<file path="src/rtl/pipelined_adder_pkg.sv">
// Shared constants for the pipelined add/subtract unit.
package pipelined_adder_pkg;

    // Operation select on SUB_I
    localparam logic OP_ADD = 1'b0;
    localparam logic OP_SUB = 1'b1;

    // Value loaded into every data register on reset
    localparam logic DATA_RST = 1'b0;

    // Bits per pipeline chunk; WIDTH must be a multiple of STAGES
    function automatic int unsigned chunk_width(input int unsigned width,
                                                input int unsigned stages);
        return width / stages;
    endfunction

endpackage

</file>
<file path="src/rtl/adder_chunk.sv">
// Combinational CHUNK-bit ripple-carry slice built from full-adder cells.
module adder_chunk #(
    parameter int unsigned CHUNK = 4
) (
    input  logic [CHUNK-1:0] i_a,
    input  logic [CHUNK-1:0] i_b,
    input  logic             i_c,
    output logic [CHUNK-1:0] o_s,
    output logic             o_c,
    output logic             o_cmsb
);

    logic [CHUNK:0] w_cy;

    // Ripple the carry through one full-adder cell per bit
    always_comb begin
        w_cy    = '0;
        o_s     = '0;
        w_cy[0] = i_c;
        for (int i = 0; i < int'(CHUNK); i++) begin
            o_s[i]    = i_a[i] ^ i_b[i] ^ w_cy[i];
            w_cy[i+1] = (i_a[i] & i_b[i]) | (w_cy[i] & (i_a[i] ^ i_b[i]));
        end
        o_c    = w_cy[CHUNK];
        o_cmsb = w_cy[CHUNK-1];
    end

endmodule

</file>
<file path="src/rtl/pipelined_adder.sv">
// Pipelined add/subtract unit: one CHUNK-bit ripple slice per stage with the
// carry registered between stages, operand skew and result deskew registers,
// and a global valid/ready stall.
module pipelined_adder
    import pipelined_adder_pkg::*;
#(
    parameter int unsigned WIDTH  = 16,
    parameter int unsigned STAGES = 4
) (
    input  logic             CLK_I,
    input  logic             RSTN_I,
    input  logic             VALID_I,
    output logic             READY_O,
    input  logic [WIDTH-1:0] A_I,
    input  logic [WIDTH-1:0] B_I,
    input  logic             C_I,
    input  logic             SUB_I,
    output logic             VALID_O,
    input  logic             READY_I,
    output logic [WIDTH-1:0] S_O,
    output logic             C_O,
    output logic             V_O
);

    localparam int unsigned CHUNK = chunk_width(WIDTH, STAGES);

    logic             w_advance;
    logic [WIDTH-1:0] w_b_eff;
    logic             w_cin_eff;

    // Whole pipeline moves together; a full output that is not taken freezes it
    assign w_advance = !VALID_O || READY_I;
    assign READY_O   = w_advance;

    // Subtract is A + ~B + ~C, so invert once at capture
    assign w_b_eff   = (SUB_I == OP_SUB) ? ~B_I : B_I;
    assign w_cin_eff = (SUB_I == OP_ADD) ? C_I : ~C_I;

    for (genvar s = 0; s < STAGES; s++) begin : g_stage
        logic [CHUNK-1:0]         w_a;
        logic [CHUNK-1:0]         w_b;
        logic [CHUNK-1:0]         w_s;
        logic                     w_ci;
        logic                     w_co;
        logic                     w_cmsb;
        logic                     w_vld_in;
        logic [CHUNK*(s+1)-1:0]   w_sum_nxt;
        logic [CHUNK*(s+1)-1:0]   r_sum;
        logic                     r_cy;
        logic                     r_vld;

        if (s == 0) begin : g_in
            assign w_a       = A_I[CHUNK-1:0];
            assign w_b       = w_b_eff[CHUNK-1:0];
            assign w_ci      = w_cin_eff;
            assign w_vld_in  = VALID_I;
            assign w_sum_nxt = w_s;
        end else begin : g_in
            assign w_a       = g_stage[s-1].g_skew.r_a_hi[CHUNK-1:0];
            assign w_b       = g_stage[s-1].g_skew.r_b_hi[CHUNK-1:0];
            assign w_ci      = g_stage[s-1].r_cy;
            assign w_vld_in  = g_stage[s-1].r_vld;
            // Deskew: earlier result chunks travel alongside this one
            assign w_sum_nxt = {w_s, g_stage[s-1].r_sum};
        end

        adder_chunk #(
            .CHUNK (CHUNK)
        ) u_chunk (
            .i_a    (w_a),
            .i_b    (w_b),
            .i_c    (w_ci),
            .o_s    (w_s),
            .o_c    (w_co),
            .o_cmsb (w_cmsb)
        );

        // Stage register: result chunks so far, chunk carry-out and valid
        always_ff @(posedge CLK_I or negedge RSTN_I) begin
            if (!RSTN_I) begin
                r_sum <= {(CHUNK*(s+1)){DATA_RST}};
                r_cy  <= DATA_RST;
                r_vld <= 1'b0;
            end else if (w_advance) begin
                r_sum <= w_sum_nxt;
                r_cy  <= w_co;
                r_vld <= w_vld_in;
            end
        end

        if (s < STAGES - 1) begin : g_skew
            localparam int unsigned HiW = WIDTH - (s + 1) * CHUNK;
            logic [HiW-1:0] w_a_hi_nxt;
            logic [HiW-1:0] w_b_hi_nxt;
            logic [HiW-1:0] r_a_hi;
            logic [HiW-1:0] r_b_hi;

            if (s == 0) begin : g_src
                assign w_a_hi_nxt = A_I[WIDTH-1:CHUNK];
                assign w_b_hi_nxt = w_b_eff[WIDTH-1:CHUNK];
            end else begin : g_src
                assign w_a_hi_nxt = g_stage[s-1].g_skew.r_a_hi[HiW+CHUNK-1:CHUNK];
                assign w_b_hi_nxt = g_stage[s-1].g_skew.r_b_hi[HiW+CHUNK-1:CHUNK];
            end

            // Skew: not-yet-added operand chunks wait for their stage
            always_ff @(posedge CLK_I or negedge RSTN_I) begin
                if (!RSTN_I) begin
                    r_a_hi <= {HiW{DATA_RST}};
                    r_b_hi <= {HiW{DATA_RST}};
                end else if (w_advance) begin
                    r_a_hi <= w_a_hi_nxt;
                    r_b_hi <= w_b_hi_nxt;
                end
            end
        end

        if (s == STAGES - 1) begin : g_last
            logic r_cmsb;

            // Carry into the MSB, kept for the overflow flag
            always_ff @(posedge CLK_I or negedge RSTN_I) begin
                if (!RSTN_I) begin
                    r_cmsb <= DATA_RST;
                end else if (w_advance) begin
                    r_cmsb <= w_cmsb;
                end
            end
        end else begin : g_mid
            // Only the top chunk's MSB carry matters for overflow
            logic w_cmsb_unused;
            assign w_cmsb_unused = w_cmsb;
        end
    end

    assign VALID_O = g_stage[STAGES-1].r_vld;
    assign S_O     = g_stage[STAGES-1].r_sum;
    assign C_O     = g_stage[STAGES-1].r_cy;
    assign V_O     = g_stage[STAGES-1].g_last.r_cmsb ^ g_stage[STAGES-1].r_cy;

endmodule

</file>
<file path="config.mk">
export PLATFORM = sky130hd
export DESIGN_NAME = pipelined_adder
export DESIGN_NICKNAME = d
export VERILOG_FILES = /design/src/rtl/pipelined_adder_pkg.sv /design/src/rtl/adder_chunk.sv /design/src/rtl/pipelined_adder.sv
export SDC_FILE = /design/constraint.sdc
export NUM_CORES = 1
export LEC_CHECK = 0
export ABC_AREA = 1
export CORE_MARGIN = 3
export CORE_UTILIZATION = 40
export DETAILED_ROUTE_END_ITERATION = 8
export GPL_ROUTABILITY_DRIVEN = 0
export GPL_TIMING_DRIVEN = 0
export PLACE_DENSITY = 0.75
export SLEW_MARGIN = 20
export SYNTH_ARGS = -nofsm -noshare
export SYNTH_HDL_FRONTEND = slang
export SYNTH_HIERARCHICAL = 1
export SYNTH_SLANG_ARGS = --single-unit
</file>
<file path="constraint.sdc">
create_clock -name CLK_I -period 1.98 [get_ports CLK_I]
set_clock_uncertainty 0.15 [all_clocks]
set_input_delay 0.297 -clock CLK_I [delete_from_list [all_inputs] [get_ports CLK_I]]
set_output_delay 0.297 -clock CLK_I [all_outputs]
set_load 0.01 [all_outputs]
</file>
==> metrics.csv, run 1 <==
stage,metric,value,unit
clock_tree,CTS Buf Count,9,
critical_path,Critical Path Sink Type,flip-flop,
timing,final cycle utilization of the critical path,1.12,
job,max cap viols,0,
critical_path,CP most frequent cell,fa_2,
critical_path,CP Launch Point,g_stage[0].r_cy,
clock_tree,clk_lat worst skew,0.36,ns
timing,"Slew Viols, Final",0,
floorplan,Die Height,110,µm
power_and_ir_drop,maximum VDD drop,0.000571,V
timing,slew at the pin closest to its max-slew limit,0.663,ns
critical_path,Critical Path Max Stage Delay,0.43,ns
placed_design,DP Worst Slack,-0.858,ns
timing,Max Freq,452,MHz
floorplan,starting density of the core,0.414,
clock_tree,Max clock buf depth,2,
timing,Hold Slack,0.0972,ns
critical_path,CP Launch Type,flip-flop,
yosys,adder-cell share of the synthesized area,0.0746,
critical_path,reg-to-reg endpoint,g_stage[1].r_sum[7],
power_and_ir_drop,static leakage,2.87,nW
cells_and_area,ANT cells,0,
global_route,GRT busiest layer,met2,
yosys,synth warn,6,
floorplan,Die Width,110,µm
cells_and_area,Nets,626,
global_route,met1 Usage GRT,0.214,
clock_tree,clock root cell,clkbuf_8,
timing,final worst-path setup slack,-0.233,ns
outcome,failing checks,negative setup slack,
placed_design,DP HPWL,6310,µm
global_route,grt met3 use,0.0282,
global_route,gr usage total,0.157,
outcome,status,"finished, violations left",
global_route,total grt overflow,0,
global_route,initial antenna violation count,0,
timing,crit path time final,2.21,ns
timing,final setup violation count,5,
floorplan,I/O Pins,58,
cells_and_area,share of post-route cells with drive strength above 1,0.133,
clock_tree,Clock Pin Slew Worst Setup and Hold Paths,0.09,ns
routing,DRC errors left,0,
timing,Fin. Hold Viols,0,
timing,slew margin rel.,0.558,
routing,initial DRC count,109,
cells_and_area,Layout area overhead,26.2,%
clock_tree,TritonCTS Sinks,97,
floorplan,core area,0.0104,mm²
critical_path,WP data arrival,2.30,ns
routing,routed vias/inst,4.42,
yosys,Netlist cell types,13,
placed_design,# port buffers,56,
worst_hold_path,Hold Path Depth,4,
critical_path,Worst R2R Setup Slack,-0.23,ns
global_route,met2 track demand over resource,0.256,
critical_path,worst reg-to-reg path cell count,8,
global_route,first-pass GRT wire length,14700,µm
critical_path,Top delay family on crit path,adder cells,
cells_and_area,Final Instance Area,0.00542,mm²
critical_path,CP Class,flip-flop to flip-flop,
yosys,Post-Synth XOR/XNOR Area,0.0122,
placed_design,Placed Area,0.00512,mm²
yosys,Compound-Gate Fraction of Synth Area,0.0245,
critical_path,"Slowest-stage cell, CP",fa_2,
routing,Detail Route Antenna Nets,0,
critical_path,worst path cell trace,fa_2 > inv_2 > fa_2 > fa_2 > inv_2 > fa_2 > nand2_2 > o21ai_2,
yosys,largest family of logic cells by synthesized area,simple AND/OR/NAND/NOR gates,
yosys,Synth Cell Area,0.00429,mm²
worst_hold_path,Hold WC Path Type,input port to flip-flop,
routing,Vias,3150,
worst_hold_path,Worst Hold Path EP,g_stage[0].g_skew.r_b_hi[3],
critical_path,CP Max Fanout,2,
routing,final WL,8580,µm
floorplan,die area,0.0120,mm²
critical_path,r2r startpoint,g_stage[0].r_cy,
yosys,syn_nets,548,
clock_tree,CTS tree,built,
yosys,synthesized area per cell,8.69,µm²
global_route,vias in the first global route,3103,
worst_hold_path,Hold Path Origin,SUB_I,
floorplan,row count,37,
critical_path,WP buf/inv,2,
yosys,mux cell area share after synthesis,0,
power_and_ir_drop,cell area power density,1400,mW/mm²
routing,WL/cell,12.0,µm
critical_path,Worst EP required,2.07,ns
timing,RSZ-0062 raised after global routing,true,
yosys,"FF+latch count, synth",97,
clock_tree,CTS HTree Levels,3,
routing,1st-pass router iterations,4,
yosys,register area share after synthesis,0.565,
yosys,simple-gate share of the synthesized area,0.243,
yosys,Mapped Cells,494,
global_route,largest net degree at the start of global routing,85,
## cell type report
cell class	count	area [µm²]
repair buffers	69	679
flip-flops and latches	97	2430
multi-input cells	316	1600
fillers	966	4950
plain buffers	21	139
clock inverters	4	27.5
inverters	58	218
well taps	136	170
clock buffers	12	155
## power by group
group	total (mW)	leakage (nW)	switching, mW	internal (mW)
combinational	3.02	1.60	1.62	1.40
sequential	3.36	1.17	0.503	2.86
clock	1.18	0.0963	0.657	0.526
## cell usage after synthesis
cell type | number | area share
buf_2 | 11 | 0.013
buf_4 | 7 | 0.012
clkbuf_1 | 5 | 0.0044
dfrtp_1 | 97 | 0.57
fa_1 | 16 | 0.075
inv_1 | 57 | 0.050
inv_2 | 1 | 0.00087
nand2_1 | 259 | 0.23
nand2_2 | 1 | 0.0015
nand3_1 | 12 | 0.014
nor2_2 | 1 | 0.0015
o21ai_0 | 21 | 0.024
xor2_1 | 6 | 0.012
## stage by stage
step	total power, mW	instances	setup TNS (ns)	util
after floorplan	5.15	494	-1.29	-
after global placement	6.13	686	-280.65	0.491
after detailed placement	6.27	687	-3.64	0.494
after CTS	7.55	707	-0.942	0.514
after global routing	8.30	713	-1.32	0.523
final	7.57	713	-0.837	0.523
## cells in the final DEF (no fill, tap or decap), types with 9 or more instances in the layout
master,synthesis,routed
nand3_1,12,12
fa_2,0,16
o21ai_0,21,17
clkbuf_8,0,11
nand2_1,259,257
inv_1,57,49
clkdlybuf4s50_1,0,49
dfrtp_1,97,97
buf_4,7,18
inv_2,1,9
## worst max path at each step
stage / to / slack (ns) / depth (start not counted)
6_report: g_stage[1].r_sum[7] / -0.23 / 8
5_1_grt: g_stage[1].r_sum[7] / -0.31 / 8
4_1_cts: S_O[15] / -0.23 / 8
3_5_place_dp: g_stage[0].r_sum[3] / -0.86 / 10
3_3_place_gp: g_stage[0].g_skew.r_b_hi[1] / -2.87 / 1
2_1_floorplan: g_stage[0].r_sum[3] / -0.47 / 11
## worst reg2reg max path: cells and delay by family (launching register included)
family	cells	cell delay, ns
DFF	1	0.40
and+or+nand+nor	1	0.08
AOI/OAI and AO/OA	1	0.04
buffers and inverters	2	0.10
adders and majority gates	4	1.32
## kinds of logic after synthesis
logic type                 Yosys count
and+or+nand+nor                    273
xor gates and xnor gates             6
adders and majority gates           16
AOI/OAI and AO/OA                   21
buffers and inverters               81
DFF                                 97
## layer usage
metal / vias up / part of all wire
met3: 10 / 0.052
met4: 0 / 0.014
met1: 1469 / 0.45
met5: - / 0
li1: 1607 / -
met2: 64 / 0.48
## repair_timing
item	in CTS	in global routing
resized for setup	13	15
hold buffers	1	0
setup endpoints to repair	10	11
pin swaps	7	10
hold endpoints to repair	97	0
buffers inserted	5	6
## sequential cells by signal, indices dropped and copies added (netlist names)
register,cells
g_stage.g_skew.r_b_hi,24
g_stage.r_cy,3
C_O,1
g_stage.g_skew.r_a_hi,24
g_stage.g_last.r_cmsb,1
S_O,16
g_stage.r_sum,24
VALID_O,1
g_stage.r_vld,3
(Power assumes the default switching activity.)
==> run 2, diff against run 1 <==
SLEW_MARGIN = 10   (was 20)
TNS_END_PERCENT = 1   (was default)
==> metrics.csv, run 2 (synthesis gave the netlist of run 1 again) <==
stage,metric,value,unit
critical_path,CP Max Fanout,1,
worst_hold_path,Hold WC Path Type,input port to flip-flop,
timing,slew at the pin closest to its max-slew limit,0.571,ns
power_and_ir_drop,cell area power density,1380,mW/mm²
global_route,gr usage total,0.153,
routing,routed vias/inst,4.42,
routing,initial DRC count,100,
critical_path,Critical Path Sink Type,flip-flop,
clock_tree,Max clock buf depth,2,
floorplan,starting density of the core,0.414,
global_route,first-pass GRT wire length,14300,µm
clock_tree,CTS HTree Levels,3,
outcome,status,"finished, violations left",
timing,RSZ-0062 raised after global routing,true,
clock_tree,CTS tree,built,
power_and_ir_drop,Comb pwr share,0.394,
placed_design,Inst Count DP,687,
critical_path,CP Launch Type,input port,
critical_path,CP Class,input port to flip-flop,
power_and_ir_drop,maximum VDD drop,0.000484,V
outcome,failing checks,negative setup slack,
cells_and_area,total of fill cells in the finished design,1014,
cells_and_area,Nets,619,
routing,WL/cell,11.7,µm
routing,Vias,3105,
routing,Detail Route Antenna Nets,0,
power_and_ir_drop,Flop pwr share,0.459,
floorplan,Die Height,110,µm
timing,"Slew Viols, Final",0,
timing,final setup violation count,9,
critical_path,"Slowest-stage cell, CP",clkdlybuf4s50_1,
cells_and_area,Layout area overhead,23.2,%
floorplan,Die Width,110,µm
power_and_ir_drop,Switching Share,0.363,
cells_and_area,"commonest non-fill, non-tap cell in the layout",nand2_1,
critical_path,WP data arrival,2.33,ns
placed_design,# port buffers,56,
clock_tree,CTS Buf Count,9,
global_route,total grt overflow,0,
timing,slew margin rel.,0.619,
critical_path,Worst EP required,2.05,ns
floorplan,row count,37,
cells_and_area,Top Registers,"g_stage.g_skew.r_a_hi x24, g_stage.g_skew.r_b_hi x24, g_stage.r_sum x24",
cells_and_area,most frequent cells in the layout,"259 x nand2_1, 97 x dfrtp_1, 53 x clkdlybuf4s50_1",
cells_and_area,FF+latch area,0.00243,mm²
timing,crit path time final,2.26,ns
clock_tree,Clock Pin Slew Worst Setup and Hold Paths,0.08,ns
global_route,vias in the first global route,3166,
floorplan,core area,0.0104,mm²
critical_path,worst path cell trace,clkdlybuf4s50_1 > fa_2 > inv_2 > fa_2 > fa_2 > inv_2 > fa_1 > nand2_1 > o21ai_0,
power_and_ir_drop,clock share of power,0.147,
routing,1st-pass router iterations,4,
placed_design,DP HPWL,6150,µm
floorplan,I/O Pins,58,
timing,Fin. Hold Viols,0,
cells_and_area,final core occ,0.510,
clock_tree,clk_lat worst skew,0.35,ns
clock_tree,TritonCTS Sinks,97,
cells_and_area,combined area of the multi-input logic cells,0.00157,mm²
routing,DRC errors left,0,
clock_tree,clock root cell,clkbuf_8,
critical_path,Critical Path Max Stage Delay,0.49,ns
worst_hold_path,Hold Path Depth,4,
floorplan,die area,0.0120,mm²
power_and_ir_drop,Int Pwr,4.64,mW
power_and_ir_drop,static leakage,2.79,nW
routing,final WL,8260,µm
cells_and_area,share of post-route cells with drive strength above 1,0.101,
critical_path,CP most frequent cell,fa_2,
global_route,initial antenna violation count,0,
cells_and_area,ANT cells,0,
timing,Hold Slack,0.105,ns
power_and_ir_drop,Switch Pwr,2.65,mW
critical_path,worst reg-to-reg path cell count,8,
timing,Max Freq,443,MHz
cells_and_area,Finished Layout Cells,703,
timing,final cycle utilization of the critical path,1.14,
global_route,largest net degree at the start of global routing,63,
job,max cap viols,0,
timing,final worst-path setup slack,-0.279,ns
run 2: changes by cell type in the layout (fill, tap and decap cells not counted), sizes merged:
cell / delta
clkinv: -3
clkdlybuf4s15: -1
clkdlybuf4s50: +4
dlymetal6s2s: -2
clkbuf: -1
buf: -7
run 2: path summary, 6_finish.rpt:
| check | from | to | slack, ns |
|---|---|---|---|
| min | SUB_I | g_stage[0].g_skew.r_b_hi[2] | 0.10 |
| max | A_I[0] | g_stage[0].r_sum[3] | -0.28 |
| min in group asynchronous | RSTN_I | S_O[5] | 0.29 |
| min reg2reg | g_stage[2].r_vld | VALID_O | 0.30 |
| max reg2reg | g_stage[0].g_skew.r_a_hi[0] | g_stage[1].r_sum[7] | -0.27 |
| max in group asynchronous | RSTN_I | g_stage[0].g_skew.r_b_hi[5] | 0.73 |
run 2: stage by stage:
step / worst slack (ns) / TNS [ns] / area [µm²] / power [mW]
after floorplan: -0.477 / -1.45 / 4330 / 5.10
after global placement: -2.88 / -282.65 / 5060 / 6.07
after detailed placement: -0.855 / -3.76 / 5090 / 6.19
after CTS: -0.275 / -1.43 / 5290 / 7.35
after global routing: -0.363 / -2.27 / 5290 / 8.01
final: -0.279 / -1.38 / 5290 / 7.29
run 2: power groups by stage:
stage	Sequential [mW]	Clock [mW]	Combinational, mW
after global routing	3.46	1.17	3.38
after CTS	3.35	1.10	2.91
after floorplan	3.36	0	1.74
after detailed placement	3.38	0	2.81
after global placement	3.35	0	2.72
final	3.34	1.07	2.87
run 2: critical path, delay by kind of cell:
family                     cells  cell delay (ns)
AOI/OAI and AO/OA              1             0.07
and+or+nand+nor                1             0.08
buffers and inverters          3             0.59
adders and majority gates      4             1.30
run 2: timing repair:
action,in CTS,in global routing
pin swaps,4,5
setup buffers,3,0
endpoints found under the hold margin,35,0
endpoints found under the setup margin,10,13
hold buffers,1,0
resized for setup,17,2
run 2: layout make-up:
class                   count  share of cell area
flip-flops and latches     97               0.459
multi-input cells         316               0.296
repair buffers             61               0.116
well taps                 136              0.0322
inverters                  58              0.0411
clock inverters             1            0.000946
plain buffers              22              0.0270
clock buffers              12              0.0274
run 2: layer usage:
layer  global-route usage  vias up  routed length, µm
li1                     -     1587                  -
met1                0.210     1442               3760
met2                0.248       68               3920
met3               0.0317        8                478
met4               0.0427        0                 94
met5                    0        -                  0
